File: config.mk
export PLATFORM = sky130hd
export DESIGN_NAME = riscv_regfile_wb_arbiter_flat
export DESIGN_NICKNAME = d
export VERILOG_FILES = /design/src/rtl/riscv_regfile_wb_arbiter_pkg.sv /design/src/rtl/riscv_regfile_wb_arbiter_if.sv /design/src/rtl/riscv_regfile_wb_arbiter_scoreboard.sv /design/src/rtl/riscv_regfile_wb_arbiter.sv /design/src/flat_wrapper.sv
export SDC_FILE = /design/constraint.sdc
export NUM_CORES = 1
export LEC_CHECK = 0
export BUFFER_PORTS_ARGS = -buffer_cell sky130_fd_sc_hd__buf_2
export CORE_MARGIN = 2
export CORE_UTILIZATION = 52
export CTS_CLUSTER_DIAMETER = 200
export DETAILED_ROUTE_END_ITERATION = 16
export PLACE_DENSITY = 0.92
export SYNTH_ARGS = -nofsm -noshare
export SYNTH_HDL_FRONTEND = slang
export SYNTH_SLANG_ARGS = --single-unit
File: constraint.sdc
create_clock -name clk_i -period 3.3 [get_ports clk_i]
set_input_delay 0.165 -clock clk_i [delete_from_list [all_inputs] [get_ports clk_i]]
set_output_delay 0.165 -clock clk_i [all_outputs]
set_load 0.02 [all_outputs]
File: src/rtl/riscv_regfile_wb_arbiter_pkg.sv
// riscv_wb_pkg: shared widths, x0 constant and arbiter state encoding for the writeback arbiter
package riscv_wb_pkg;
  localparam int REG_W = 5;
  localparam int DATA_W = 32;
  localparam int NREG = 32;
  localparam logic [REG_W-1:0] REG_ZERO = '0;
  typedef enum logic {PRIO_A = 1'b0, PRIO_B = 1'b1} arb_state_e;
endpackage

File: src/rtl/riscv_regfile_wb_arbiter_if.sv
// riscv_regfile_wb_arbiter_if: writeback requests, issue/hazard lookups, register-file write and forwarding bundle
// slave: arbiter side (takes requests, drives ready/busy/rd0/fwd); master: requester/register-file side
interface riscv_regfile_wb_arbiter_if;
  import riscv_wb_pkg::*;
  logic              wb_a_valid_i;
  logic [REG_W-1:0]  wb_a_rd_i;
  logic [DATA_W-1:0] wb_a_value_i;
  logic              wb_a_ready_o;
  logic              wb_b_valid_i;
  logic [REG_W-1:0]  wb_b_rd_i;
  logic [DATA_W-1:0] wb_b_value_i;
  logic              wb_b_ready_o;
  logic              issue_valid_i;
  logic [REG_W-1:0]  issue_rd_i;
  logic [REG_W-1:0]  ra_i;
  logic [REG_W-1:0]  rb_i;
  logic              ra_busy_o;
  logic              rb_busy_o;
  logic [NREG-1:0]   busy_o;
  logic [REG_W-1:0]  rd0_o;
  logic [DATA_W-1:0] rd0_value_o;
  logic              fwd_a_valid_o;
  logic              fwd_b_valid_o;
  logic [DATA_W-1:0] fwd_value_o;
  modport slave (
    input  wb_a_valid_i, wb_a_rd_i, wb_a_value_i, wb_b_valid_i, wb_b_rd_i, wb_b_value_i,
           issue_valid_i, issue_rd_i, ra_i, rb_i,
    output wb_a_ready_o, wb_b_ready_o, ra_busy_o, rb_busy_o, busy_o, rd0_o, rd0_value_o,
           fwd_a_valid_o, fwd_b_valid_o, fwd_value_o
  );
  modport master (
    output wb_a_valid_i, wb_a_rd_i, wb_a_value_i, wb_b_valid_i, wb_b_rd_i, wb_b_value_i,
           issue_valid_i, issue_rd_i, ra_i, rb_i,
    input  wb_a_ready_o, wb_b_ready_o, ra_busy_o, rb_busy_o, busy_o, rd0_o, rd0_value_o,
           fwd_a_valid_o, fwd_b_valid_o, fwd_value_o
  );
endinterface

File: src/rtl/riscv_regfile_wb_arbiter_scoreboard.sv
// riscv_wb_scoreboard: pending-write mask for long-latency results with two combinational lookups
// ports: set_en/set_idx (issue), clr_en/clr_idx (B grant), ra/rb lookups -> ra_busy/rb_busy, busy mask (bit 0 tied 0)
module riscv_wb_scoreboard
  import riscv_wb_pkg::*;
(
  input  logic             clk_i,
  input  logic             rst_i,
  input  logic             set_en,
  input  logic [REG_W-1:0] set_idx,
  input  logic             clr_en,
  input  logic [REG_W-1:0] clr_idx,
  input  logic [REG_W-1:0] ra,
  input  logic [REG_W-1:0] rb,
  output logic [NREG-1:0]  busy,
  output logic             ra_busy,
  output logic             rb_busy
);
  logic [NREG-1:1] busy_q;
  always_ff @(posedge clk_i or posedge rst_i) begin
    if (rst_i) busy_q <= '0;
    // set is applied after clear so an issue colliding with a retire keeps the bit
    else for (int i = 1; i < NREG; i++)
      busy_q[i] <= (busy_q[i] && !(clr_en && clr_idx == REG_W'(i))) || (set_en && set_idx == REG_W'(i));
  end
  assign busy = {busy_q, 1'b0};
  assign ra_busy = busy[ra];
  assign rb_busy = busy[rb];
endmodule

File: src/rtl/riscv_regfile_wb_arbiter.sv
// riscv_regfile_wb_arbiter: shares the register-file write port between in-order (A) and long-latency (B) writeback
// ports: clk_i, rst_i (async, active-high), bus (riscv_regfile_wb_arbiter_if.slave)
// RISCV_WB_ARB_FWD_EN: when defined, exposes the in-flight write on the fwd_* outputs; otherwise they are 0
module riscv_regfile_wb_arbiter
  import riscv_wb_pkg::*;
#(
  parameter int STARVE_LIMIT = 4,
  parameter int CNT_W = 4
) (
  input logic clk_i,
  input logic rst_i,
  riscv_regfile_wb_arbiter_if.slave bus
);
  localparam logic [CNT_W-1:0] LIMIT = CNT_W'(STARVE_LIMIT);
  arb_state_e state;
  logic [CNT_W-1:0] cnt, cnt_inc;
  logic [REG_W-1:0] rd0_q;
  logic [DATA_W-1:0] rd0_value_q;
  logic a_req, b_req, grant_a, grant_b, b_held;
  always_comb begin
    a_req = bus.wb_a_valid_i && bus.wb_a_rd_i != REG_ZERO;
    b_req = bus.wb_b_valid_i && bus.wb_b_rd_i != REG_ZERO;
    grant_a = a_req && (!b_req || state == PRIO_A);
    grant_b = b_req && (!a_req || state == PRIO_B);
    b_held = b_req && !grant_b;
    cnt_inc = (cnt >= LIMIT) ? LIMIT : cnt + CNT_W'(1);
  end
  // x0 writes are acknowledged at once and never take the port
  assign bus.wb_a_ready_o = bus.wb_a_valid_i && (bus.wb_a_rd_i == REG_ZERO || grant_a);
  assign bus.wb_b_ready_o = bus.wb_b_valid_i && (bus.wb_b_rd_i == REG_ZERO || grant_b);
  always_ff @(posedge clk_i or posedge rst_i) begin
    if (rst_i) begin
      state <= PRIO_A;
      cnt <= '0;
      rd0_q <= REG_ZERO;
      rd0_value_q <= '0;
    end else begin
      cnt <= b_held ? cnt_inc : '0;
      // flip as the hold-off count reaches the limit so B wins on the very next cycle
      state <= (state == PRIO_A && b_held && cnt_inc == LIMIT) ? PRIO_B :
               (state == PRIO_B && (grant_b || !bus.wb_b_valid_i)) ? PRIO_A : state;
      rd0_q <= grant_a ? bus.wb_a_rd_i : grant_b ? bus.wb_b_rd_i : REG_ZERO;
      if (grant_a || grant_b) rd0_value_q <= grant_a ? bus.wb_a_value_i : bus.wb_b_value_i;
    end
  end
  assign bus.rd0_o = rd0_q;
  assign bus.rd0_value_o = rd0_value_q;
  riscv_wb_scoreboard u_sb (
    .clk_i(clk_i),
    .rst_i(rst_i),
    .set_en(bus.issue_valid_i && bus.issue_rd_i != REG_ZERO),
    .set_idx(bus.issue_rd_i),
    .clr_en(grant_b),
    .clr_idx(bus.wb_b_rd_i),
    .ra(bus.ra_i),
    .rb(bus.rb_i),
    .busy(bus.busy_o),
    .ra_busy(bus.ra_busy_o),
    .rb_busy(bus.rb_busy_o)
  );
`ifdef RISCV_WB_ARB_FWD_EN
  assign bus.fwd_a_valid_o = rd0_q != REG_ZERO && rd0_q == bus.ra_i;
  assign bus.fwd_b_valid_o = rd0_q != REG_ZERO && rd0_q == bus.rb_i;
  assign bus.fwd_value_o = rd0_value_q;
`else
  assign bus.fwd_a_valid_o = 1'b0;
  assign bus.fwd_b_valid_o = 1'b0;
  assign bus.fwd_value_o = '0;
`endif
endmodule
File: src/flat_wrapper.sv
// flat-port wrapper written by rule: the top's interface ports become plain ports
module riscv_regfile_wb_arbiter_flat import riscv_wb_pkg::*;
#(
  parameter int STARVE_LIMIT = 4,
  parameter int CNT_W = 4
)
  (clk_i, rst_i, bus_wb_a_valid_i, bus_wb_a_rd_i, bus_wb_a_value_i, bus_wb_b_valid_i, bus_wb_b_rd_i, bus_wb_b_value_i, bus_issue_valid_i, bus_issue_rd_i, bus_ra_i, bus_rb_i, bus_wb_a_ready_o, bus_wb_b_ready_o, bus_ra_busy_o, bus_rb_busy_o, bus_busy_o, bus_rd0_o, bus_rd0_value_o, bus_fwd_a_valid_o, bus_fwd_b_valid_o, bus_fwd_value_o);
  riscv_regfile_wb_arbiter_if bus_i ();
  input logic clk_i;
  input logic rst_i;
  input wire logic [$bits(bus_i.wb_a_valid_i)-1:0] bus_wb_a_valid_i;
  input wire logic [$bits(bus_i.wb_a_rd_i)-1:0] bus_wb_a_rd_i;
  input wire logic [$bits(bus_i.wb_a_value_i)-1:0] bus_wb_a_value_i;
  input wire logic [$bits(bus_i.wb_b_valid_i)-1:0] bus_wb_b_valid_i;
  input wire logic [$bits(bus_i.wb_b_rd_i)-1:0] bus_wb_b_rd_i;
  input wire logic [$bits(bus_i.wb_b_value_i)-1:0] bus_wb_b_value_i;
  input wire logic [$bits(bus_i.issue_valid_i)-1:0] bus_issue_valid_i;
  input wire logic [$bits(bus_i.issue_rd_i)-1:0] bus_issue_rd_i;
  input wire logic [$bits(bus_i.ra_i)-1:0] bus_ra_i;
  input wire logic [$bits(bus_i.rb_i)-1:0] bus_rb_i;
  output wire logic [$bits(bus_i.wb_a_ready_o)-1:0] bus_wb_a_ready_o;
  output wire logic [$bits(bus_i.wb_b_ready_o)-1:0] bus_wb_b_ready_o;
  output wire logic [$bits(bus_i.ra_busy_o)-1:0] bus_ra_busy_o;
  output wire logic [$bits(bus_i.rb_busy_o)-1:0] bus_rb_busy_o;
  output wire logic [$bits(bus_i.busy_o)-1:0] bus_busy_o;
  output wire logic [$bits(bus_i.rd0_o)-1:0] bus_rd0_o;
  output wire logic [$bits(bus_i.rd0_value_o)-1:0] bus_rd0_value_o;
  output wire logic [$bits(bus_i.fwd_a_valid_o)-1:0] bus_fwd_a_valid_o;
  output wire logic [$bits(bus_i.fwd_b_valid_o)-1:0] bus_fwd_b_valid_o;
  output wire logic [$bits(bus_i.fwd_value_o)-1:0] bus_fwd_value_o;
  assign bus_i.wb_a_valid_i = bus_wb_a_valid_i;
  assign bus_i.wb_a_rd_i = bus_wb_a_rd_i;
  assign bus_i.wb_a_value_i = bus_wb_a_value_i;
  assign bus_i.wb_b_valid_i = bus_wb_b_valid_i;
  assign bus_i.wb_b_rd_i = bus_wb_b_rd_i;
  assign bus_i.wb_b_value_i = bus_wb_b_value_i;
  assign bus_i.issue_valid_i = bus_issue_valid_i;
  assign bus_i.issue_rd_i = bus_issue_rd_i;
  assign bus_i.ra_i = bus_ra_i;
  assign bus_i.rb_i = bus_rb_i;
  assign bus_wb_a_ready_o = bus_i.wb_a_ready_o;
  assign bus_wb_b_ready_o = bus_i.wb_b_ready_o;
  assign bus_ra_busy_o = bus_i.ra_busy_o;
  assign bus_rb_busy_o = bus_i.rb_busy_o;
  assign bus_busy_o = bus_i.busy_o;
  assign bus_rd0_o = bus_i.rd0_o;
  assign bus_rd0_value_o = bus_i.rd0_value_o;
  assign bus_fwd_a_valid_o = bus_i.fwd_a_valid_o;
  assign bus_fwd_b_valid_o = bus_i.fwd_b_valid_o;
  assign bus_fwd_value_o = bus_i.fwd_value_o;
  riscv_regfile_wb_arbiter #(.STARVE_LIMIT(STARVE_LIMIT), .CNT_W(CNT_W)) u_core (.clk_i(clk_i), .rst_i(rst_i), .bus(bus_i));
endmodule
==> Word-level counts from Yosys, hierarchy flattened <==
Cells that the tools add are included.
{ "word_totals": {"out_inout_bits": 107, "register_bits": 73, "wordCells": 266} }
{ "op_classes": {"muxes": 11, "n_bitwise": 1, "add_sub_neg": 1, "n_reduce_logical": 182, "eq_ne": 63, "order_cmp": 3} }
{ "op_table": {"columns": ["operator", "count"], "rows": [
  ["equality test 5 bit (second input constant)", 32],
  ["logical AND 1 bit", 104],
  ["equality test 5 x 4 -> 1 bit (second input constant)", 16],
  ["equality test 5 x 3 -> 1 bit (second input constant)", 8],
  ["logical OR 1 bit", 37],
  ["logical NOT 1 bit", 35],
  ["2-to-1 mux 32 bit", 1],
  ["equality test 5 x 2 -> 1 bit (second input constant)", 4],
  ["nonzero test 5 bit", 3],
  ["< comparator 5 x 6 -> 1 bit (second input constant)", 2],
  ["binary-select mux 1 bit (select 5 bit)", 2],
  ["equality test 5 x 1 -> 1 bit (second input constant)", 2],
  ["logical NOT 5 bit", 2],
  ["2-to-1 mux 5 bit", 2],
  ["2-to-1 mux 4 bit", 2],
  ["adder 4 x 1 -> 4 bit (second input constant)", 1],
  ["equality test 4 x 3 -> 1 bit (second input constant)", 1],
  ["greater-or-equal comparator 4 x 3 -> 1 bit (second input constant)", 1],
  ["2-to-1 mux 1 bit", 4],
  ["nonzero test 2 bit", 1],
  ["NOT 1 bit", 1]
]} }

==> Depth between registers and ports, before layout <==
Gate-level depths: netlist of run 1.
{ "logic_depth": {"ltp_word": 10, "depth_mapped": 6, "mapped_depth_nobuf": 5} }

==> By module <==
From an unflattened synthesis of run 1, not the netlist that was laid out.
{ "hier_totals": {"hier_cells": 405, "hier_area_um2": 4134.0} }
{ "modules_own_cells": {"columns": ["mod", "instances", "area_per_inst_um2", "cells_each"], "rows": [
  ["riscv_regfile_wb_arbiter", 1, 2255.9, 202],
  ["riscv_wb_scoreboard", 1, 1878.1, 203]
]} }

==> Least setup slack after synthesis of run 1 <==
No wires, ideal clock.
{ "synth_path": {"kind": "input-to-output", "startpoint": "input bus_ra_i[0]", "endpoint": "output bus_ra_busy_o", "path_slack_ns": 1.685, "stages": 5, "t_required_ns": 3.135, "arrival_ns": 1.450, "n_path_buf": 1, "cell_sequence": "clkbuf_1 > mux4_2 > nand2b_1 > o211ai_1 > nand4_1"} }
{ "synth_between": {"elab_chain_cells": 2} }
{ "synth_rtl": {"columns": ["item", "line_no", "source"], "rows": [
  ["start, declared", "flat_wrapper.sv:19", "input wire logic [$bits(bus_i.ra_i)-1:0] bus_ra_i;"],
  ["binary-select mux 1 bit (select 5 bit)", "riscv_regfile_wb_arbiter_scoreboard.sv:26", "assign ra_busy = busy[ra];"],
  ["2-to-1 mux 1 bit (implied by the code)", "riscv_regfile_wb_arbiter_scoreboard.sv:26", null],
  ["end, declared", "flat_wrapper.sv:23", "output wire logic [$bits(bus_i.ra_busy_o)-1:0] bus_ra_busy_o;"]
]} }
Every way passes these cells. The select of a mux whose other input is x is not followed.

==> Final worst setup path of run 1 <==
{ "layout_path": {"startpoint": "input bus_wb_b_rd_i[2]", "endpoint": "output bus_wb_a_ready_o"} }
{ "layout_between": {"elab_chain_cells": 7} }
{ "layout_rtl": {"columns": ["item", "line_no", "source"], "rows": [
  ["start, declared", "flat_wrapper.sv:15", "input wire logic [$bits(bus_i.wb_b_rd_i)-1:0] bus_wb_b_rd_i;"],
  ["nonzero test 5 bit", "riscv_regfile_wb_arbiter.sv:22", "b_req = bus.wb_b_valid_i && bus.wb_b_rd_i != REG_ZERO;"],
  ["logical AND 1 bit", "riscv_regfile_wb_arbiter.sv:22", null],
  ["logical NOT 1 bit", "riscv_regfile_wb_arbiter.sv:23", "grant_a = a_req && (!b_req || state == PRIO_A);"],
  ["logical OR 1 bit", "riscv_regfile_wb_arbiter.sv:23", null],
  ["logical AND 1 bit", "riscv_regfile_wb_arbiter.sv:23", null],
  ["logical OR 1 bit", "riscv_regfile_wb_arbiter.sv:29", "assign bus.wb_a_ready_o = bus.wb_a_valid_i && (bus.wb_a_rd_i == REG_ZERO || grant_a);"],
  ["logical AND 1 bit", "riscv_regfile_wb_arbiter.sv:29", null],
  ["end, declared", "flat_wrapper.sv:21", "output wire logic [$bits(bus_i.wb_a_ready_o)-1:0] bus_wb_a_ready_o;"]
]} }
Every way passes these cells.

==> run summary, run 1 <==
Status -> completed
Crit path largest cell delay -> 0.59 ns
Worst-case clock buffer depth -> 2
Commonest cells after routing, fill and taps aside -> 165 x buf_2, 73 x dfrtp_1, 36 x conb_1
H-tree depth -> 3
Final Slew Violations -> 0
Vias in the first global route -> 4,036
Slew HR -> 54.9%
Crit path to -> bus_wb_a_ready_o
Critical Path Most Common Cell -> buf_2
CP max stage cell -> or4_4
Postcts setup bufs -> 0
Fmax -> 0.490 GHz
R2r endpoint -> u_core.bus.rd0_value_o[21]
RSZ-0062 raised after global routing -> false
Peak VDD IR -> 272 µV
Worst Path Required -> 3.13 ns
Post-Synthesis Cells -> 469
Largest net degree at the start of global routing -> 98
PostCTS Resize Cnt -> 0
Ports -> 201
Seq/Total Area, Yosys -> 39.9%
CP Launch Point -> bus_wb_b_rd_i[2]
Number of fill cells -> 715
CORE AREA -> 8640 µm²
Pwr dens -> 498 nW/µm²
Hold Fails Final Rpt -> 0
Total Routed Length -> 12.5 mm
Most common cell after layout, fill and taps aside -> buf_2
Reg clk slew, reported paths -> 0.08 ns
Worst-Margin Slew -> 0.677 ns
Critical setup path kind -> in2out
CTS root buf -> clkbuf_8
Final Cycle Share -> 61.9%
Worst-Skew Late Latency -> 0.35 ns
Routed len/inst -> 17.3 µm
Dpl cell area -> 5270 µm²
Post-synth ARST share -> 100%
First-pass GRT wire length -> 19.9 mm
CP arrival -> 1.88 ns
CTS tree -> yes
Top FF cell, synth -> dfrtp_1
Clk_skew -> 0.00574 ns
Placer Congestion -> 0.947
Vias per inst -> 5.95
Area of the multi-input gates -> 2420 µm²
Antenna Cells -> 0
Hold WC Path Type -> in2reg
Clk sinks -> 73
LEAKAGE -> 2.55 nW
DRT antenna net count -> 0
FF+latch count, synth -> 73
Setup slack after layout -> 1.26 ns
Share of cells above drive strength 1 -> 32.6%
Crit-path max FO -> 66
Initial Utilization -> 53.1%
Vias -> 4,298
Final std cell area, no fill -> 5460 µm²
Placed insts -> 705
Number of I/O port buffers -> 165
Dpl ws -> 0.998 ns
Num CTS Buffers -> 9
FF-to-FF Start -> u_core.state
Post-DP HPWL -> 9.22 mm
Syn Area/Cell -> 9.77 µm²
Die Y -> 97.9 µm
Setup TNS -> 0 ns
Initial antenna violation count -> 0
CP bufs+invs -> 3
Storage cell area -> 1830 µm²
Max cap viols -> 0
Layout Nets -> 704
Crit path time final -> 2.04 ns
Crit path cell chain -> buf_2 > or4_4 > o211ai_4 > buf_4 > o21a_1 > buf_2
Netlist cell types -> 42
Drc violations -> 0
Crit path launch type -> primary input
DIE AREA -> 9580 µm²
First-iteration detailed-routing DRC count -> 343
FP Rows -> 34
# setup viols final -> 0
Worst R2R Setup Slack -> 1.69 ns
Gr ovfl total -> 0
Synth Cell Area -> 4580 µm²
First drt pass iteration count -> 5
All-Layer GR Usage -> 25.3%
Crit. End Element -> output port
Worst path depth -> 6
EDFF count, synth -> 0
Worst r2r path cells -> 4
Die Wd -> 97.9 µm
Area Growth Syn to Fin -> 19.0%
Crit-path leading delay family -> buffers and inverters
Synth warn -> 0
Finished Layout Cells -> 722
[registers in the layout, summed over array words and instances (netlist names)]
register / flops
u_core.bus.rd0_value_o: 32
u_core.u_sb.busy_q: 31
u_core.bus.rd0_o: 5
u_core.cnt: 4
u_core.state: 1
[worst min-delay path by stage]
stage,start,end,slack [ns],depth (start not counted)
3_3_place_gp,rst_i,u_core.bus.rd0_o[3],0.23,2
6_report,bus_wb_a_rd_i[3],u_core.bus.rd0_o[3],0.08,2
3_5_place_dp,rst_i,u_core.bus.rd0_o[1],0.26,2
4_1_cts,bus_wb_a_rd_i[3],u_core.bus.rd0_o[3],0.07,2
2_1_floorplan,bus_wb_b_rd_i[0],u_core.bus.rd0_o[0],0.30,1
5_1_grt,bus_wb_a_rd_i[3],u_core.bus.rd0_o[3],0.07,2
[timing repair]
item | in CTS | in global routing
hold buffers | 1 | 0
endpoints found under the hold margin | 26 | 0
setup endpoints to repair | 0 | 0
[cell type report]
class	instances	share of cell area, %
multi-input combinational	348	44.4
clock inverter	6	0.826
timing repair buffer	171	16.0
sequential	73	33.5
inverter	6	0.413
tap	108	2.48
clock buffer	10	2.34
[power by group]
group | internal (W) | total (W) | switching (W)
sequential | 0.00104 | 0.00120 | 0.000155
clock | 0.000272 | 0.000621 | 0.000349
combinational | 0.000358 | 0.000899 | 0.000540
total | 0.00167 | 0.00272 | 0.00104
[cell families (layout without fill, tap and decap cells)]
group	count (synthesis)	after routing	synth area share, %
compound gates	155	155	25.5
simple gates	132	132	16.9
mux	24	24	6.88
fa+ha+maj	1	1	0.273
other cells	1	36	0.0818
flops	73	73	39.9
buf+inv	83	193	10.5
[cell usage after synthesis, types with 2 or more instances]
master	count	share of area (%)
dfrtp_1	73	40
buf_4	35	5.7
a21boi_0	33	5.4
o31a_1	33	6.3
and3_1	32	4.4
or3_1	32	4.4
clkbuf_1	28	2.3
o31ai_1	28	4.6
o21ai_0	24	2.6
mux2i_1	18	3.9
nand3_1	15	1.6
nand2_1	11	0.90
nor2_1	11	0.90
o41ai_1	10	1.9
buf_2	8	0.87
nor2b_1	8	1.1
a21oi_1	7	0.76
nand2b_1	7	0.96
inv_1	6	0.49
mux4_2	6	2.9
nand3b_1	6	0.98
a22o_1	5	0.96
a22oi_1	4	0.66
buf_6	4	0.98
nand4_1	3	0.41
a211oi_1	2	0.33
and2_1	2	0.27
buf_1	2	0.16
o2111ai_1	2	0.38
o211ai_1	2	0.33
[per-layer routing]
layer	up-vias	track usage (%)	share of wire, %
met1	2061	32.8	40
met4	0	8.76	2.0
met2	238	41.5	48
li1	1978	-	-
met3	21	6.30	9.5
met5	-	0	0
[through the flow]
step | power, W | hold WS, ns | utilization [%]
floorplan | 0.00180 | 0.298 | -
global placement | 0.00207 | 0.230 | 61.1
detailed placement | 0.00211 | 0.259 | 61.1
CTS | 0.00272 | 0.0671 | 63.2
global route | 0.00285 | 0.0658 | 63.2
finish | 0.00272 | 0.0756 | 63.2
Note: power is estimated with default switching activity, not from simulation.
==> run 2, diff against run 1 <==
--- a/config.mk
+++ b/config.mk
@@ -5,12 +5,13 @@
 export SDC_FILE = /design/constraint.sdc
 export NUM_CORES = 1
 export LEC_CHECK = 0
+export ABC_AREA = 1
 export BUFFER_PORTS_ARGS = -buffer_cell sky130_fd_sc_hd__buf_2
 export CORE_MARGIN = 2
-export CORE_UTILIZATION = 52
+export CORE_UTILIZATION = 44
 export CTS_CLUSTER_DIAMETER = 200
 export DETAILED_ROUTE_END_ITERATION = 16
-export PLACE_DENSITY = 0.92
+export PLACE_DENSITY = 0.82
 export SYNTH_ARGS = -nofsm -noshare
 export SYNTH_HDL_FRONTEND = slang
 export SYNTH_SLANG_ARGS = --single-unit
==> constraint.sdc (replaced) <==
create_clock -name clk_i -period 1.7 [get_ports clk_i]
set_input_delay 0.085 -clock clk_i [delete_from_list [all_inputs] [get_ports clk_i]]
set_output_delay 0.085 -clock clk_i [all_outputs]
set_load 0.02 [all_outputs]
==> run summary, run 2 <==
Status -> completed
Crit path largest cell delay -> 0.53 ns
Busiest metal layer after global routing -> met2
Hold Fails Final Rpt -> 0
Share of cells above drive strength 1 -> 28.0%
First-iteration detailed-routing DRC count -> 375
H-tree depth -> 3
Num CTS Buffers -> 9
Post-Synthesis Cells -> 691
Routed len/inst -> 13.6 µm
Commonest cells after routing, fill and taps aside -> 236 x nand2_1, 164 x buf_2, 128 x nand3_1
Crit path launch type -> primary input
DIE AREA -> 12,000 µm²
Worst-case clock buffer depth -> 2
Die Y -> 110 µm
# setup viols final -> 0
Seq/Total Area, Yosys -> 37.1%
CP Launch Point -> bus_wb_a_rd_i[2]
Crit path cell chain -> dlygate4sd3_1 > buf_2 > nor2_2 > nand3_2 > nand2_2 > inv_2 > nand2_8 > a21boi_1 > buf_2
EDFF count, synth -> 0
First drt pass iteration count -> 5
Grt met1 use -> 28.3%
Worst-Margin Slew -> 0.592 ns
RSZ-0062 raised after global routing -> false
Setup TNS -> 0 ns
LEAKAGE -> 3.33 nW
Clk_skew -> 0.00868 ns
Area Growth Syn to Fin -> 22.7%
CP arrival -> 1.55 ns
FP Rows -> 38
Crit path time final -> 1.63 ns
Placer Congestion -> 0.869
Synth Cell Area -> 4920 µm²
Gr ovfl total -> 0
Crit-path max FO -> 14
Peak VDD IR -> 432 µV
Vias per inst -> 5.04
Largest area contributor in the netlist -> dfrtp_1
Critical setup path kind -> in2out
Top FF cell, synth -> dfrtp_1
Hold Startpoint -> bus_wb_b_value_i[25]
Reg clk slew, reported paths -> 0.09 ns
CTS root buf -> clkbuf_8
Vias -> 5,041
FF+latch count, synth -> 73
Initial antenna violation count -> 1
Layout Nets -> 951
Total Routed Length -> 13.6 mm
Synth top area cells -> dfrtp_1 37%, nand2_1 18%, nand3_1 13%, buf_4 6.7%, inv_1 5.5%
DRT antenna net count -> 0
Final std cell area, no fill -> 6040 µm²
Worst-Skew Late Latency -> 0.35 ns
CORE AREA -> 10,900 µm²
Critical Path Most Common Cell -> buf_2
Drc violations -> 0
Fmax -> 0.612 GHz
Number of I/O port buffers -> 165
Clk sinks -> 73
All-Layer GR Usage -> 22.5%
Top cell type's share of synthesized area -> 37.1%
Netlist cell types -> 28
Post-synth ARST share -> 100%
Post-DP HPWL -> 10.0 mm
Pwr dens -> 973 nW/µm²
Final Slew Violations -> 0
Tot Pwr -> 0.00587 W
Syn Area/Cell -> 7.12 µm²
Worst Path Required -> 1.62 ns
Initial Utilization -> 45.2%
Hold WC Path Type -> in2reg
Final Cycle Share -> 96.1%
CP max stage cell -> dlygate4sd3_1
First-pass GRT wire length -> 21.4 mm
GRT met2 Usage -> 36.9%
CTS tree -> yes
Slew HR -> 60.5%
Most common cell after layout, fill and taps aside -> nand2_1
Max FFs per register -> 32
Ports -> 201
GRT met3 Usage -> 5.04%
Die Wd -> 110 µm
Synth warn -> 0
Vias in the first global route -> 4,541
Crit. End Element -> output port
Largest net degree at the start of global routing -> 47
FF-to-FF Start -> u_core.state
Count leader, synth -> nand2_1
Max cap viols -> 0
Synth cell count leaders -> 236 x nand2_1, 129 x nand3_1, 73 x dfrtp_1
Dpl cell area -> 5700 µm²
Antenna Cells -> 0
[run 2: changes by cell type in the layout (fill, tap and decap cells not counted), moves of 25 or more]
cell | before | now
inv_1 | 5 | 71
a21boi_0 | 33 | 0
o31a_1 | 33 | 0
o31ai_1 | 28 | 0
or3_1 | 32 | 0
nand3b_1 | 6 | 32
o21ai_2 | 0 | 25
nand2_1 | 11 | 236
and3_1 | 32 | 0
nand3_1 | 15 | 128
[run 2: final cells by class]
cell class	instances	area, µm²
fillers	1016	4850
multi-input cells	510	2460
flip-flops and latches	73	1830
repair buffers	186	1040
inverters	76	289
well taps	140	175
clock buffers	9	124
clock inverters	7	118
[run 2: power by group]
| part | switching, W | internal, W | total, W |
|---|---|---|---|
| clock | 0.000689 | 0.000978 | 0.00167 |
| sequential | 0.000339 | 0.00203 | 0.00237 |
| combinational | 0.00119 | 0.000650 | 0.00184 |
| total | 0.00222 | 0.00365 | 0.00587 |
[run 2: path summary, 6_finish.rpt]
check / endpoint / slack (ns) / cells past startpoint
max: bus_wb_a_ready_o / 0.07 / 9
min: u_core.bus.rd0_value_o[25] / 0.02 / 5
max reg2reg: u_core.u_sb.busy_q[13] / 0.41 / 5
min reg2reg: u_core.cnt[0] / 0.48 / 1
max in group asynchronous: u_core.u_sb.busy_q[20] / 0.79 / 4
min in group asynchronous: u_core.bus.rd0_value_o[13] / 0.37 / 4
[run 2: kinds of logic after synthesis]
group	Yosys count	synth area share, %
AO/OA/AOI/OAI	40	6.13
adder cells (fa/ha/maj)	1	0.254
buffers and inverters	143	15.9
flip-flops	73	37.1
other	1	0.0762
AND/OR/NAND/NOR	433	40.5
[run 2: through the flow]
stage / instances / setup WS (ns) / utilization (%) / hold slack (ns)
2_1_floorplan: 726 / 0.508 / - / 0.212
6_report: 1001 / 0.0663 / 55.4 / 0.0233
4_1_cts: 999 / 0.0122 / 55.1 / 0.00815
3_3_place_gp: 978 / 0.278 / 52.4 / 0.200
3_5_place_dp: 978 / 0.210 / 52.4 / 0.201
5_1_grt: 1001 / 0.00392 / 55.4 / 0.0336
[run 2: routing by layer]
| metal | part of all wire, % | up-vias |
|---|---|---|
| met2 | 47 | 276 |
| met1 | 41 | 2273 |
| met4 | 2.7 | 2 |
| li1 | - | 2450 |
| met5 | 0.081 | - |
| met3 | 9.2 | 40 |
[run 2: what timing repair did]
item                                    in CTS  in global routing
hold buffers                                 5                  0
setup buffers                                0                  2
hold endpoints to repair                    77                  0
endpoints found under the setup margin       0                  4
gates resized for setup                      0                  8
[run 2: critical path: cells and delay by family]
kind                   cells  cell delay [ns]
AO/OA/AOI/OAI              1             0.15
AND/OR/NAND/NOR            4             0.31
buffers and inverters      4             0.98
==> run 3, diff against run 2 <==
--- a/config.mk
+++ b/config.mk
@@ -8,10 +8,10 @@
 export ABC_AREA = 1
 export BUFFER_PORTS_ARGS = -buffer_cell sky130_fd_sc_hd__buf_2
 export CORE_MARGIN = 2
-export CORE_UTILIZATION = 44
+export CORE_UTILIZATION = 53
 export CTS_CLUSTER_DIAMETER = 200
 export DETAILED_ROUTE_END_ITERATION = 16
-export PLACE_DENSITY = 0.82
+export PLACE_DENSITY = 0.92
 export SYNTH_ARGS = -nofsm -noshare
 export SYNTH_HDL_FRONTEND = slang
 export SYNTH_SLANG_ARGS = --single-unit
==> constraint.sdc (replaced) <==
create_clock -name clk_i -period 2 [get_ports clk_i]
set_input_delay 0.1 -clock clk_i [delete_from_list [all_inputs] [get_ports clk_i]]
set_output_delay 0.1 -clock clk_i [all_outputs]
set_load 0.02 [all_outputs]
==> run summary, run 3 (synthesis gave the netlist of run 2 again) <==
Status -> completed
Part of the power in registers -> 41.4%
# setup viols final -> 0
Antenna Cells -> 0
Gr ovfl total -> 0
Crit. End Element -> output port
Crit-path max FO -> 35
All-Layer GR Usage -> 26.8%
Setup TNS -> 0 ns
CTS tree -> yes
CORE AREA -> 9110 µm²
Placed insts -> 940
Total Routed Length -> 13.1 mm
Layout Nets -> 939
Worst-Margin Slew -> 0.803 ns
Peak VDD IR -> 410 µV
First-pass GRT wire length -> 21.7 mm
Worst Hold Slack -> 0.0135 ns
Number of I/O port buffers -> 165
Sw Share -> 37.9%
Placer Congestion -> 0.954
Worst Hold Depth -> 3
First drt pass iteration count -> 6
Vias -> 4,995
RSZ-0062 raised after global routing -> false
Vias per inst -> 5.21
Drc violations -> 0
Die Wd -> 100 µm
Share of cells above drive strength 1 -> 26.5%
Crit path time final -> 1.77 ns
Ports -> 201
Vias in the first global route -> 4,734
Logic pwr share -> 31.4%
Initial antenna violation count -> 0
Storage cell area -> 1830 µm²
Most common cell after layout, fill and taps aside -> nand2_1
Layout Utilization -> 64.2%
H-tree depth -> 3
Max FFs per register -> 32
Crit path launch type -> primary input
LEAKAGE -> 3.26 nW
Worst-Skew Late Latency -> 0.34 ns
Commonest cells after routing, fill and taps aside -> 236 x nand2_1, 165 x buf_2, 129 x nand3_1
Finished Layout Cells -> 959
Clk sinks -> 73
Critical setup path kind -> in2out
Worst Path Required -> 1.90 ns
Hold Startpoint -> bus_wb_a_rd_i[2]
Slew HR -> 46.1%
Final Cycle Share -> 88.7%
First-iteration detailed-routing DRC count -> 430
DRT antenna net count -> 0
CTS root buf -> clkbuf_8
Num CTS Buffers -> 9
DIE AREA -> 10,100 µm²
Reg clk slew, reported paths -> 0.08 ns
Routed len/inst -> 13.6 µm
Dpl cell area -> 5570 µm²
Max cap viols -> 0
CP arrival -> 1.67 ns
FP Rows -> 35
Final std cell area, no fill -> 5850 µm²
Number of fill cells -> 790
Area of the multi-input gates -> 2450 µm²
Pwr dens -> 828 nW/µm²
Fmax -> 0.564 GHz
Post-DP HPWL -> 9.57 mm
Area Growth Syn to Fin -> 18.8%
CP Launch Point -> bus_wb_a_rd_i[1]
FF-to-FF Start -> u_core.state
Clk network pwr share -> 27.2%
Hold WC Path Type -> in2reg
Largest net degree at the start of global routing -> 71
Hold Fails Final Rpt -> 0
Initial Utilization -> 54.0%
Die Y -> 100 µm
Final Slew Violations -> 0
Worst-case clock buffer depth -> 2
Worst r2r path cells -> 5
Clk_skew -> 0.00750 ns
Pint -> 0.00301 W
Switching power -> 0.00183 W
-- run 3: changes by cell type in the layout (fill, tap and decap cells not counted), sizes merged --
| cell | previous run | this run |
|---|---|---|
| clkbuf | 9 | 11 |
| buf | 181 | 170 |
| bufinv | 3 | 2 |
| clkinv | 3 | 1 |
| dlygate4sd3 | 5 | 4 |
-- run 3: final cells by class --
type                            count  area share [%]
Inverter                           76            4.88
Timing Repair Buffer              174            15.7
Multi-Input combinational cell    510            41.9
Sequential cell                    73            31.2
Tap cell                          111            2.38
Clock buffer                       11            2.59
Clock inverter                      4            1.31
-- run 3: power by group through the flow --
stage	Combinational (W)	Sequential (W)	Clock (W)
global placement	0.00148	0.00202	0
CTS	0.00153	0.00200	0.00133
floorplan	0.000794	0.00225	0
finish	0.00152	0.00200	0.00132
global route	0.00170	0.00203	0.00140
detailed placement	0.00152	0.00202	0
-- run 3: stage by stage --
step | worst slack, ns | total power [W]
after global routing | 0.0912 | 0.00513
after CTS | 0.102 | 0.00485
after global placement | 0.565 | 0.00350
after detailed placement | 0.539 | 0.00353
after floorplan | 0.0467 | 0.00304
final | 0.227 | 0.00484
-- run 3: path summary, 6_finish.rpt --
kind	to	slack, ns
worst max-delay path	bus_wb_a_ready_o	0.23
worst min-delay path	u_core.bus.rd0_o[2]	0.01
worst max register to register	u_core.u_sb.busy_q[10]	0.66
worst min register to register	u_core.cnt[0]	0.48
max in group asynchronous	u_core.bus.rd0_o[4]	1.26
min in group asynchronous	u_core.bus.rd0_value_o[12]	0.18
-- run 3: critical path: stages --
cell           delay (ns)
dlygate4sd3_1        0.53
buf_2                0.11
nor2_1               0.04
nand3_1              0.12
nand2_2              0.09
inv_2                0.13
nand2_8              0.16
a21boi_1             0.19
buf_2                0.19
-- run 3: timing repair --
action	in CTS	in global routing
hold buffers	4	0
endpoints found under the setup margin	0	1
endpoints found under the hold margin	76	0
resized for setup	0	1
buffers inserted	0	0
-- run 3: routing by layer --
metal / wire (µm) / GRT usage [%]
met5: 0 / 0
met1: 5280 / 34.8
met2: 6240 / 44.0
met3: 1250 / 5.92
met4: 284 / 10.0
